### src/rtl/rr_arbiter8.sv
// Round-robin arbiter: rotating-priority winner selection, grant held until the owner releases.
// Optional grant timeout enabled by defining ARB_TIMEOUT_EN.
module rr_arbiter8 #(
  parameter int N       = 8,
  parameter int IDXW    = 3,
  parameter int TIMEOUT = 16
) (
  input  logic            clk,
  input  logic            rst,
  input  logic            en,
  input  logic [N-1:0]    req,
  output logic [N-1:0]    gnt,
  output logic [IDXW-1:0] gnt_idx,
  output logic            gnt_valid,
  output logic            timeout
);

  typedef enum logic {
    IDLE  = 1'b0,
    GRANT = 1'b1
  } state_t;

  state_t          state_reg, state_next;
  logic [IDXW-1:0] ptr_reg, ptr_next;
  logic [N-1:0]    gnt_reg, gnt_next;
  logic [IDXW-1:0] idx_reg, idx_next;
  logic            valid_reg, valid_next;

  logic [IDXW-1:0] cand_idx [N];
  logic [N-1:0]    cand_hit;
  logic            win_any;
  logic [IDXW-1:0] win_idx;
  logic            release_now;
  logic            drop_grant;
  logic [IDXW-1:0] ptr_after;

  generate
    if (N < 2 || N > 16 || IDXW != $clog2(N) || TIMEOUT < 2) begin : g_bad_params
      $error("rr_arbiter8: illegal parameter combination");
    end
  endgenerate

  // Candidate gi is the requester at search position gi, counted from ptr with wrap at N.
  genvar gi;
  generate
    for (gi = 0; gi < N; gi++) begin : g_cand
      logic [IDXW:0] sum;
      assign sum          = {1'b0, ptr_reg} + (IDXW+1)'(gi);
      assign cand_idx[gi] = (sum >= (IDXW+1)'(N)) ? IDXW'(sum - (IDXW+1)'(N)) : sum[IDXW-1:0];
      assign cand_hit[gi] = req[cand_idx[gi]];
    end
  endgenerate

  always_comb begin
    win_any = |req;
    win_idx = '0;
    for (int k = N - 1; k >= 0; k--) begin
      if (cand_hit[k]) begin
        win_idx = cand_idx[k];
      end
    end
  end

  assign release_now = !en || !req[idx_reg];
  assign ptr_after   = (idx_reg == IDXW'(N - 1)) ? '0 : idx_reg + IDXW'(1);

`ifdef ARB_TIMEOUT_EN
  localparam int CNTW = $clog2(TIMEOUT);

  logic [CNTW-1:0] cnt_reg, cnt_next;
  logic            timeout_reg, timeout_next;
  logic            expired;

  assign expired = (cnt_reg == CNTW'(TIMEOUT - 1));
`endif

  always_comb begin
    state_next = state_reg;
    ptr_next   = ptr_reg;
    gnt_next   = gnt_reg;
    idx_next   = idx_reg;
    valid_next = valid_reg;
    drop_grant = 1'b0;
`ifdef ARB_TIMEOUT_EN
    cnt_next     = cnt_reg;
    timeout_next = 1'b0;
`endif
    case (state_reg)
      IDLE: begin
        if (en && win_any) begin
          state_next = GRANT;
          gnt_next   = {{(N-1){1'b0}}, 1'b1} << win_idx;
          idx_next   = win_idx;
          valid_next = 1'b1;
`ifdef ARB_TIMEOUT_EN
          cnt_next   = '0;
`endif
        end
      end
      GRANT: begin
        if (release_now) begin
          drop_grant = 1'b1;
`ifdef ARB_TIMEOUT_EN
        end else if (expired) begin
          // A normal release on the same edge takes the branch above, so no pulse then.
          drop_grant   = 1'b1;
          timeout_next = 1'b1;
        end else begin
          cnt_next = cnt_reg + CNTW'(1);
`endif
        end
      end
      default: begin
        state_next = IDLE;
      end
    endcase

    if (drop_grant) begin
      state_next = IDLE;
      ptr_next   = ptr_after;
      gnt_next   = '0;
      idx_next   = '0;
      valid_next = 1'b0;
`ifdef ARB_TIMEOUT_EN
      cnt_next   = '0;
`endif
    end
  end

  always_ff @(posedge clk or posedge rst) begin
    if (rst) begin
      state_reg <= IDLE;
      ptr_reg   <= '0;
      gnt_reg   <= '0;
      idx_reg   <= '0;
      valid_reg <= 1'b0;
    end else begin
      state_reg <= state_next;
      ptr_reg   <= ptr_next;
      gnt_reg   <= gnt_next;
      idx_reg   <= idx_next;
      valid_reg <= valid_next;
    end
  end

`ifdef ARB_TIMEOUT_EN
  always_ff @(posedge clk or posedge rst) begin
    if (rst) begin
      cnt_reg     <= '0;
      timeout_reg <= 1'b0;
    end else begin
      cnt_reg     <= cnt_next;
      timeout_reg <= timeout_next;
    end
  end

  assign timeout = timeout_reg;
`else
  assign timeout = 1'b0;
`endif

  assign gnt       = gnt_reg;
  assign gnt_idx   = idx_reg;
  assign gnt_valid = valid_reg;

endmodule

### config.mk
export PLATFORM = sky130hd
export DESIGN_NAME = rr_arbiter8
export DESIGN_NICKNAME = d
export VERILOG_FILES = /design/src/rtl/rr_arbiter8.sv
export SDC_FILE = /design/constraint.sdc
export NUM_CORES = 1
export LEC_CHECK = 0
export ABC_AREA = 1
export CORE_MARGIN = 5
export CORE_UTILIZATION = 35
export DETAILED_ROUTE_END_ITERATION = 16
export DONT_BUFFER_PORTS = 1
export HOLD_SLACK_MARGIN = 0.12
export PLACE_DENSITY = 0.56
export SYNTH_ARGS = -nofsm -noshare
export SYNTH_HDL_FRONTEND = slang
export SYNTH_SLANG_ARGS = --single-unit
### constraint.sdc
create_clock -name clk -period 2.8 [get_ports clk]
set_input_delay 0.56 -clock clk [delete_from_list [all_inputs] [get_ports clk]]
set_output_delay 0.56 -clock clk [all_outputs]
set_load 0.005 [all_outputs]
==> After elaboration in Yosys (flattened, before gate mapping) <==
Cells that the tools add are included.
{ "op_classes": {"add_sub_neg": 16, "n_lt_le_gt_ge": 17, "n_eq_ne": 2, "shift": 1, "mux": 49, "reduce_logical": 7} }
{ "op_table": {"columns": ["op", "n"], "rows": [
  ["2-to-1 mux 3 bit", 20],
  ["< comparator 3 x 4 -> 1 bit (second input constant)", 9],
  ["greater-or-equal comparator 4 bit (second input constant)", 7],
  ["binary-select mux 1 bit (select 3 bit)", 9],
  ["2-to-1 mux 8 bit", 3],
  ["subtractor 3 x 1 -> 3 bit (second input constant)", 8],
  ["2-to-1 mux 1 bit", 17],
  ["adder 3 x 3 -> 4 bit (second input constant)", 4],
  ["adder 3 x 2 -> 4 bit (second input constant)", 2],
  ["OR reduction 8 bit", 1],
  ["left shift 1 x 3 -> 8 bit (first input constant)", 1],
  ["adder 3 x 1 -> 4 bit (second input constant)", 1],
  ["greater-or-equal comparator 3 x 4 -> 1 bit (second input constant)", 1],
  ["adder 3 x 1 -> 3 bit (second input constant)", 1],
  ["equality test 3 bit (second input constant)", 1],
  ["logical NOT 1 bit", 2],
  ["!= test 2 x 1 -> 1 bit (second input constant)", 1],
  ["AND reduction 2 bit", 1],
  ["nonzero test 2 bit", 1],
  ["logical AND 1 bit", 1],
  ["logical OR 1 bit", 1]
]} }
{ "word_totals": {"ff_bits": 16, "input_bits": 11, "output_inout_bits": 13, "wordCells": 97} }

==> Depth between registers and ports, before layout <==
Gate-level depths: netlist (run 1).
{ "logic_depth": {"word_depth": 17, "ltp_mapped": 20, "mapped_depth_nobuf": 19} }

==> Worst setup path before layout (run 1) <==
Ideal clock, no wire load.
{ "synth_path": {"kind": "reg-to-reg", "start": "register ptr_reg[1]", "end": "register gnt_reg[6], in the netlist gnt[6]", "setup_ns": 0.117, "arrival_time_ns": 1.930, "required_time_ns": 2.683, "setup_slack_ns": 0.753, "stages_incl_launch_ff": 21, "n_path_buf": 2, "synth_period_minus_slack_ns": 2.047, "path_cell_list": "dfrtp_1 buf_6 inv_4 ha_1 buf_2 inv_1 nand3_1 nand3_2 nand2_2 inv_2 nand2_1 nand2_1 nand2_1 nand2_1 nand2_1 nand2_1 nand2_2 nand2_4 inv_4 nand3_1 nand2_1"} }
{ "synth_between": {"elab_chain_cells": 17, "elab_cells_between_ends": 59, "cone_classes": "add/sub (15); order compare (8); shift (1); mux (35)"} }
{ "synth_rtl": {"columns": ["element", "line_no", "text"], "rows": [
  ["start: declaration", "24", "logic [IDXW-1:0] ptr_reg, ptr_next;"],
  ["start signal: assignment", "139", "ptr_reg <= ptr_next;"],
  ["adder 3 x 3 -> 4 bit", "48", "assign sum = {1'b0, ptr_reg} + (IDXW+1)'(gi);"],
  ["greater-or-equal comparator 4 bit or subtractor 3 x 1 -> 3 bit (tied branches)", "49", "assign cand_idx[gi] = (sum >= (IDXW+1)'(N)) ? IDXW'(sum - (IDXW+1)'(N)) : sum[IDXW-1:0];"],
  ["2-to-1 mux 3 bit", "49", null],
  ["binary-select mux 1 bit (select 3 bit)", "50", "assign cand_hit[gi] = req[cand_idx[gi]];"],
  ["2-to-1 mux 1 bit (not written as such)", "50", null],
  ["2-to-1 mux 3 bit (7 in a row)", "58", "if (cand_hit[k]) begin"],
  ["2-to-1 mux 3 bit (*)", "58", null],
  ["left shift 1 x 3 -> 8 bit (*)", "92", "gnt_next = {{(N-1){1'b0}}, 1'b1} << win_idx;"],
  ["2-to-1 mux 8 bit (*)", "90", "if (en && win_any) begin"],
  ["2-to-1 mux 8 bit (*)", "88", "case (state_reg)"],
  ["2-to-1 mux 8 bit (*)", "118", "if (drop_grant) begin"],
  ["end signal: assignment", "140", "gnt_reg <= gnt_next;"],
  ["end: declaration", "25", "logic [N-1:0] gnt_reg, gnt_next;"]
]} }
Every way passes the cells marked *; elsewhere a longest branch is shown, timed or not. The select of a mux whose other input is x is not followed.
A chain may end at the register's enable or synchronous reset.

==> Worst setup path after layout (run 1) <==
Same ends and word-level chain as after synthesis.

==> results of run 1 <==
[worst max path at each step]
stage / startpoint / to / slack [ns] / cells past startpoint
detailed placement: ptr_reg[1] / gnt[6] / 0.42 / 16
CTS: ptr_reg[1] / gnt[7] / 0.41 / 16
global route: ptr_reg[1] / gnt[7] / 0.08 / 16
global placement: ptr_reg[1] / gnt[6] / 0.45 / 16
floorplan: ptr_reg[1] / gnt[6] / 0.75 / 20
finish: ptr_reg[1] / gnt[6] / 0.40 / 16
[layout make-up]
cell class | instances | share of cell area, %
timing repair buffer | 1 | 0.487
clock buffer | 4 | 3.57
sequential | 16 | 26.0
tap | 50 | 4.06
multi-input combinational | 173 | 56.7
inverter | 36 | 9.25
[logic make-up after synthesis]
| family | share of synthesized area [%] |
|---|---|
| buffers and inverters | 12.0 |
| other | 0.259 |
| adders and majority gates | 3.46 |
| DFF | 27.7 |
| AOI/OAI and AO/OA | 10.2 |
| and+or+nand+nor | 46.4 |
[layer usage]
metal / up-vias / GRT usage, % / routed length (microns)
met5: - / 0 / 0
met4: 0 / 5.93 / 78
met3: 7 / 2.97 / 234
met2: 30 / 25.1 / 1650
met1: 628 / 19.6 / 1640
li1: 736 / - / -
[through the flow]
step	utilization [%]	cell area (sq um)	instances	setup slack, ns
after detailed placement	37.2	1490	276	0.425
after global routing	38.5	1540	280	0.0791
after global placement	37.2	1490	276	0.455
after CTS	38.5	1540	280	0.414
after floorplan	-	1450	229	0.753
final	38.5	1540	280	0.404
[synthesized netlist by cell type]
master    number
inv_4          2
nand2_2       10
buf_6          1
buf_2          1
nand2_1       79
o21bai_1       1
buf_4          2
o21ai_1        2
nor2_1         5
a21oi_1        8
clkinv_2       2
nor2_2         1
ha_1           4
nor3_1         2
inv_2          8
o211ai_1       1
nand3_1       40
nand3_2        6
inv_1         24
nand2_4        1
a21oi_4        2
o21ai_0        6
o22ai_1        2
nor4_1         1
conb_1         1
dfrtp_1       16
o31ai_1        1
==> impl_metrics.csv, run 1 <==
group,metric,value,unit
global_route,grt_use_total,15.2,%
clock_network,post_cts_buffers,0,
cells_and_area,multi_input_area,873,sq um
cells_and_area,seqCellArea,400,sq um
worst_setup_path,crit_type,"reg2reg",
global_route,grt_overflow,0,
placement,gp_congestion,0.889,
detailed_routing,firstDrtPassIters,4,
timing,timing.hold.ws,0.258,ns
logic_synthesis,yosysTopAreaCell,"dfrtp_1",
timing,setup_violations,0,
floorplanning,die_y,74.3,microns
worst_setup_path,crit_required,2.99,ns
worst_setup_path,ff2ff_path_depth,16,
floorplanning,io_pins,24,
clock_network,tritoncts,"done",
logic_synthesis,post-synth-top-area-fraction,27.7,%
floorplanning,initial_utilization,36.2,%
detailed_routing,drc_errors,0,
detailed_routing,drtIter0Drc,90,
floorplanning,rows,23,
detailed_routing,dr_total_vias,1401,
global_route,grt_pass1_vias,1396,
placement,port_buffers,0,
timing,fin_setup_tns,0,ns
worst_setup_path,cp_common_cell,"nand2_1",
timing,relSlewSlack,59.3,%
hold_path,min_path_type,"in2async",
clock_network,h-tree-depth,1,
logic_synthesis,synth_warnings,0,
timing,max_freq,0.417,GHz
flow_run,drv_cap,0,
logic_synthesis,synth_cells,229,
worst_setup_path,r2r-end,"gnt[6]",
floorplanning,core-area,4000,sq um
timing,fin_crit_sh,85.6,%
floorplanning,dieArea,5520,sq um
logic_synthesis,synth_area_per_cell,6.32,sq um
logic_synthesis,syn-cell-area,1450,sq um
logic_synthesis,ys_seq_elements,16,
timing,slew_viol_final,0,
placement,hpwl,3010,microns
detailed_routing,avgViaCountPerCell,5.00,
cells_and_area,drive_gt1_share,16.1,%
logic_synthesis,yosysSeqAreaShare,27.7,%
timing,worst_slew_pin_slew,0.610,ns
logic_synthesis,yosysUniqueCellTypes,27,
cells_and_area,antenna_cells,0,
clock_network,cts_resized,0,
timing,rsz0062_at_grt,"no",
worst_setup_path,cp_slowest_stage_delay,0.55,ns
worst_setup_path,end_kind,"flip-flop",
cells_and_area,final_cell_mix,"nand2_1 (79), nand3_1 (40), inv_1 (24), dfrtp_1 (16), nand2_2 (10)",
clock_network,cts.clk_slew.worst_paths,0.07,ns
worst_setup_path,path_buf_inv,3,
detailed_routing,drt-wirelength-per-cell,12.9,microns
cells_and_area,final_nets,246,
run_status,outcome,"complete, no violations",
logic_synthesis,syn_nets,244,
timing,final_hold_viol_count,0,
global_route,grt_max_degree,17,
cells_and_area,area_growth,6.48,%
clock_network,root_buffer,"clkbuf_8",
worst_setup_path,r2r_slack,0.40,ns
global_route,grt_pass1_wl,6450,microns
timing,skew,0.00393,ns
timing,fin_crit,2.40,ns
worst_setup_path,path_cells,"inv_4 > ha_1 > inv_1 > nand3_1 > nand3_2 > nand2_1 > inv_1 > nand2_1 > nand2_1 > nand2_1 > nand2_1 > nand2_1 > nand3_2 > a21oi_4 > nand3_1 > nand2_1",
detailed_routing,wirelength,3610,microns
clock_network,cts_buffers,3,
cells_and_area,final_common_cell,"nand2_1",
worst_setup_path,cp_max_fo,9,
logic_synthesis,synth_area_leaders,"dfrtp_1 (28%), nand2_1 (20%), nand3_1 (14%)",
detailed_routing,postRouteAntennaNets,0,
floorplanning,die_x,74.3,microns
cells_and_area,final.fill_count,449,
worst_setup_path,path_delay_family,"simple AND/OR/NAND/NOR gates",
worst_setup_path,arrival,2.59,ns
global_route,antenna_found_initial,0,
clock_network,postCtsHoldBufs,0,
worst_setup_path,r2r_start,"ptr_reg[1]",
clock_network,clkLatencyLatePin,0.26,ns
worst_setup_path,critPathLaunchType,"flip-flop",
clock_network,cts_max_path_buffers,2,
worst_setup_path,critPathSlowestCell,"dfrtp_1",
cells_and_area,largest_reg_flops,8,
clock_network,clock_sinks,16,
Power of run 1 is not shown: default switching activity piles up to over one toggle a cycle in this logic, so the estimate is an artifact.
==> run 2: changes to the inputs <==
--- a/config.mk
+++ b/config.mk
@@ -12,6 +12,7 @@
 export DONT_BUFFER_PORTS = 1
 export HOLD_SLACK_MARGIN = 0.12
 export PLACE_DENSITY = 0.56
+export SKIP_LAST_GASP = 1
 export SYNTH_ARGS = -nofsm -noshare
 export SYNTH_HDL_FRONTEND = slang
 export SYNTH_SLANG_ARGS = --single-unit
==> results of run 2 <==
Same layout as run 1: the final DEF is identical, and so are final timing and power.
Power of run 2 is left out for the same reason.
==> run 3: changes to the inputs <==
--- a/config.mk
+++ b/config.mk
@@ -7,11 +7,11 @@
 export LEC_CHECK = 0
 export ABC_AREA = 1
 export CORE_MARGIN = 5
-export CORE_UTILIZATION = 35
+export CORE_UTILIZATION = 60
 export DETAILED_ROUTE_END_ITERATION = 16
 export DONT_BUFFER_PORTS = 1
 export HOLD_SLACK_MARGIN = 0.12
-export PLACE_DENSITY = 0.56
+export PLACE_DENSITY = 0.83
 export SKIP_LAST_GASP = 1
 export SYNTH_ARGS = -nofsm -noshare
 export SYNTH_HDL_FRONTEND = slang
==> constraint.sdc (replaced) <==
create_clock -name clk -period 3.1 [get_ports clk]
set_input_delay 0.62 -clock clk [delete_from_list [all_inputs] [get_ports clk]]
set_output_delay 0.62 -clock clk [all_outputs]
set_load 0.005 [all_outputs]
==> impl_metrics.csv, run 3 (same netlist as run 1, synthesis figures left out) <==
group,metric,value,unit
run_status,outcome,"complete, no violations",
worst_setup_path,path_delay_family,"simple AND/OR/NAND/NOR gates",
timing,worst_slew_pin_slew,0.574,ns
clock_network,h-tree-depth,1,
global_route,grt_pass1_vias,1287,
clock_network,postCtsHoldBufs,0,
detailed_routing,dr_total_vias,1420,
cells_and_area,final_cell_mix,"nand2_1 (79), nand3_1 (40), inv_1 (24), dfrtp_1 (16), nand2_2 (10)",
flow_run,drv_cap,0,
clock_network,cts_buffers,3,
global_route,antenna_found_initial,0,
cells_and_area,antenna_cells,0,
global_route,grt_overflow,0,
cells_and_area,largest_reg_flops,8,
floorplanning,die_x,59.1,microns
worst_setup_path,end_kind,"flip-flop",
cells_and_area,final_common_cell,"nand2_1",
timing,fin_setup_tns,0,ns
clock_network,tritoncts,"done",
worst_setup_path,path_cells,"inv_2 > ha_1 > inv_1 > nand3_1 > nand3_2 > nand2_2 > inv_2 > nand2_1 > nand2_1 > nand2_1 > nand2_1 > nand2_1 > nand2_1 > nand2_2 > nand2_4 > inv_4 > nand3_1 > nand2_1",
floorplanning,initial_utilization,64.2,%
floorplanning,rows,17,
hold_path,min_path_type,"in2async",
detailed_routing,drtIter0Drc,70,
floorplanning,io_pins,24,
floorplanning,core-area,2250,sq um
floorplanning,dieArea,3500,sq um
global_route,grt_max_degree,17,
floorplanning,die_y,59.1,microns
timing,final_hold_viol_count,0,
placement,port_buffers,0,
clock_network,root_buffer,"clkbuf_4",
clock_network,cts_resized,0,
worst_setup_path,critPathSlowestCell,"dfrtp_1",
worst_setup_path,cp_slowest_stage_delay,0.59,ns
timing,fin_crit,2.49,ns
placement,gp_congestion,1.01,
detailed_routing,wirelength,3230,microns
cells_and_area,seqCellArea,400,sq um
timing,skew,0.00117,ns
worst_setup_path,arrival,2.66,ns
timing,slew_viol_final,0,
timing,rsz0062_at_grt,"no",
cells_and_area,final_nets,245,
worst_setup_path,path_buf_inv,4,
detailed_routing,firstDrtPassIters,5,
global_route,grt_use_total,20.7,%
cells_and_area,area_growth,2.77,%
clock_network,cts_max_path_buffers,2,
worst_setup_path,crit_required,3.28,ns
clock_network,clock_sinks,16,
detailed_routing,drc_errors,0,
worst_setup_path,critPathLaunchType,"flip-flop",
timing,setup_violations,0,
detailed_routing,avgViaCountPerCell,5.53,
timing,relSlewSlack,61.7,%
detailed_routing,drt-wirelength-per-cell,12.6,microns
cells_and_area,final.fill_count,208,
timing,fin_crit_sh,80.2,%
cells_and_area,drive_gt1_share,15.7,%
worst_setup_path,cp_max_fo,13,
placement,hpwl,2680,microns
detailed_routing,postRouteAntennaNets,0,
worst_setup_path,crit_type,"reg2reg",
timing,max_freq,0.402,GHz
clock_network,cts.clk_slew.worst_paths,0.09,ns
clock_network,clkLatencyLatePin,0.28,ns
clock_network,post_cts_buffers,0,
cells_and_area,multi_input_area,873,sq um
global_route,grt_pass1_wl,5680,microns
worst_setup_path,cp_common_cell,"nand2_1",
## run 3: cell count changes in the layout (fill, tap and decap cells not counted)
| cell | delta |
|---|---|
| buf_4 | -1 |
| clkbuf_4 | +3 |
| clkbuf_8 | -3 |
## run 3: final cells by class
class | count | area share, %
clock buffers | 4 | 2.44
inverters | 36 | 9.59
well taps | 28 | 2.35
flip-flops and latches | 16 | 26.9
multi-input cells | 173 | 58.7
## run 3: metrics by stage
step / hold slack (ns) / instance area (sq um) / util (%) / setup WS, ns / cells
3_3_place_gp: 0.497 / 1450 / 64.4 / 0.695 / 253
3_5_place_dp: 0.499 / 1450 / 64.4 / 0.645 / 253
5_1_grt: 0.309 / 1490 / 66.0 / 0.307 / 257
4_1_cts: 0.289 / 1490 / 66.0 / 0.621 / 257
6_report: 0.272 / 1490 / 66.0 / 0.614 / 257
2_1_floorplan: 0.473 / 1450 / - / 1.05 / 229
## run 3: path summary, 6_finish.rpt
check | from | to | slack (ns) | cells after the start
worst min register to register | gnt_valid | gnt_valid | 0.52 | 2
worst min-delay path | rst | ptr_reg[0] | 0.27 | 1
max in group asynchronous | rst | gnt[6] | 2.45 | 1
worst max-delay path | ptr_reg[0] | gnt[2] | 0.61 | 18
min in group clk | gnt_valid | gnt_valid | 0.52 | 2
worst max register to register | ptr_reg[0] | gnt[2] | 0.61 | 18
## run 3: routing by layer
metal | GRT usage, % | vias up | wire (microns)
met4 | 5.50 | 0 | 27
met5 | 0 | - | 0
met3 | 3.49 | 6 | 274
met2 | 35.6 | 64 | 1560
li1 | - | 735 | -
met1 | 26.5 | 615 | 1370
## run 3: worst register-to-register path, cell delays in order, from the launching register on
cell	delay, ns
dfrtp_1	0.59
inv_2	0.15
ha_1	0.43
inv_1	0.16
nand3_1	0.14
nand3_2	0.10
nand2_2	0.07
inv_2	0.06
nand2_1	0.04
nand2_1	0.05
nand2_1	0.04
nand2_1	0.05
nand2_1	0.05
nand2_1	0.08
nand2_2	0.07
nand2_4	0.12
inv_4	0.05
nand3_1	0.08
nand2_1	0.06
Power of run 3 is left out for the same reason.
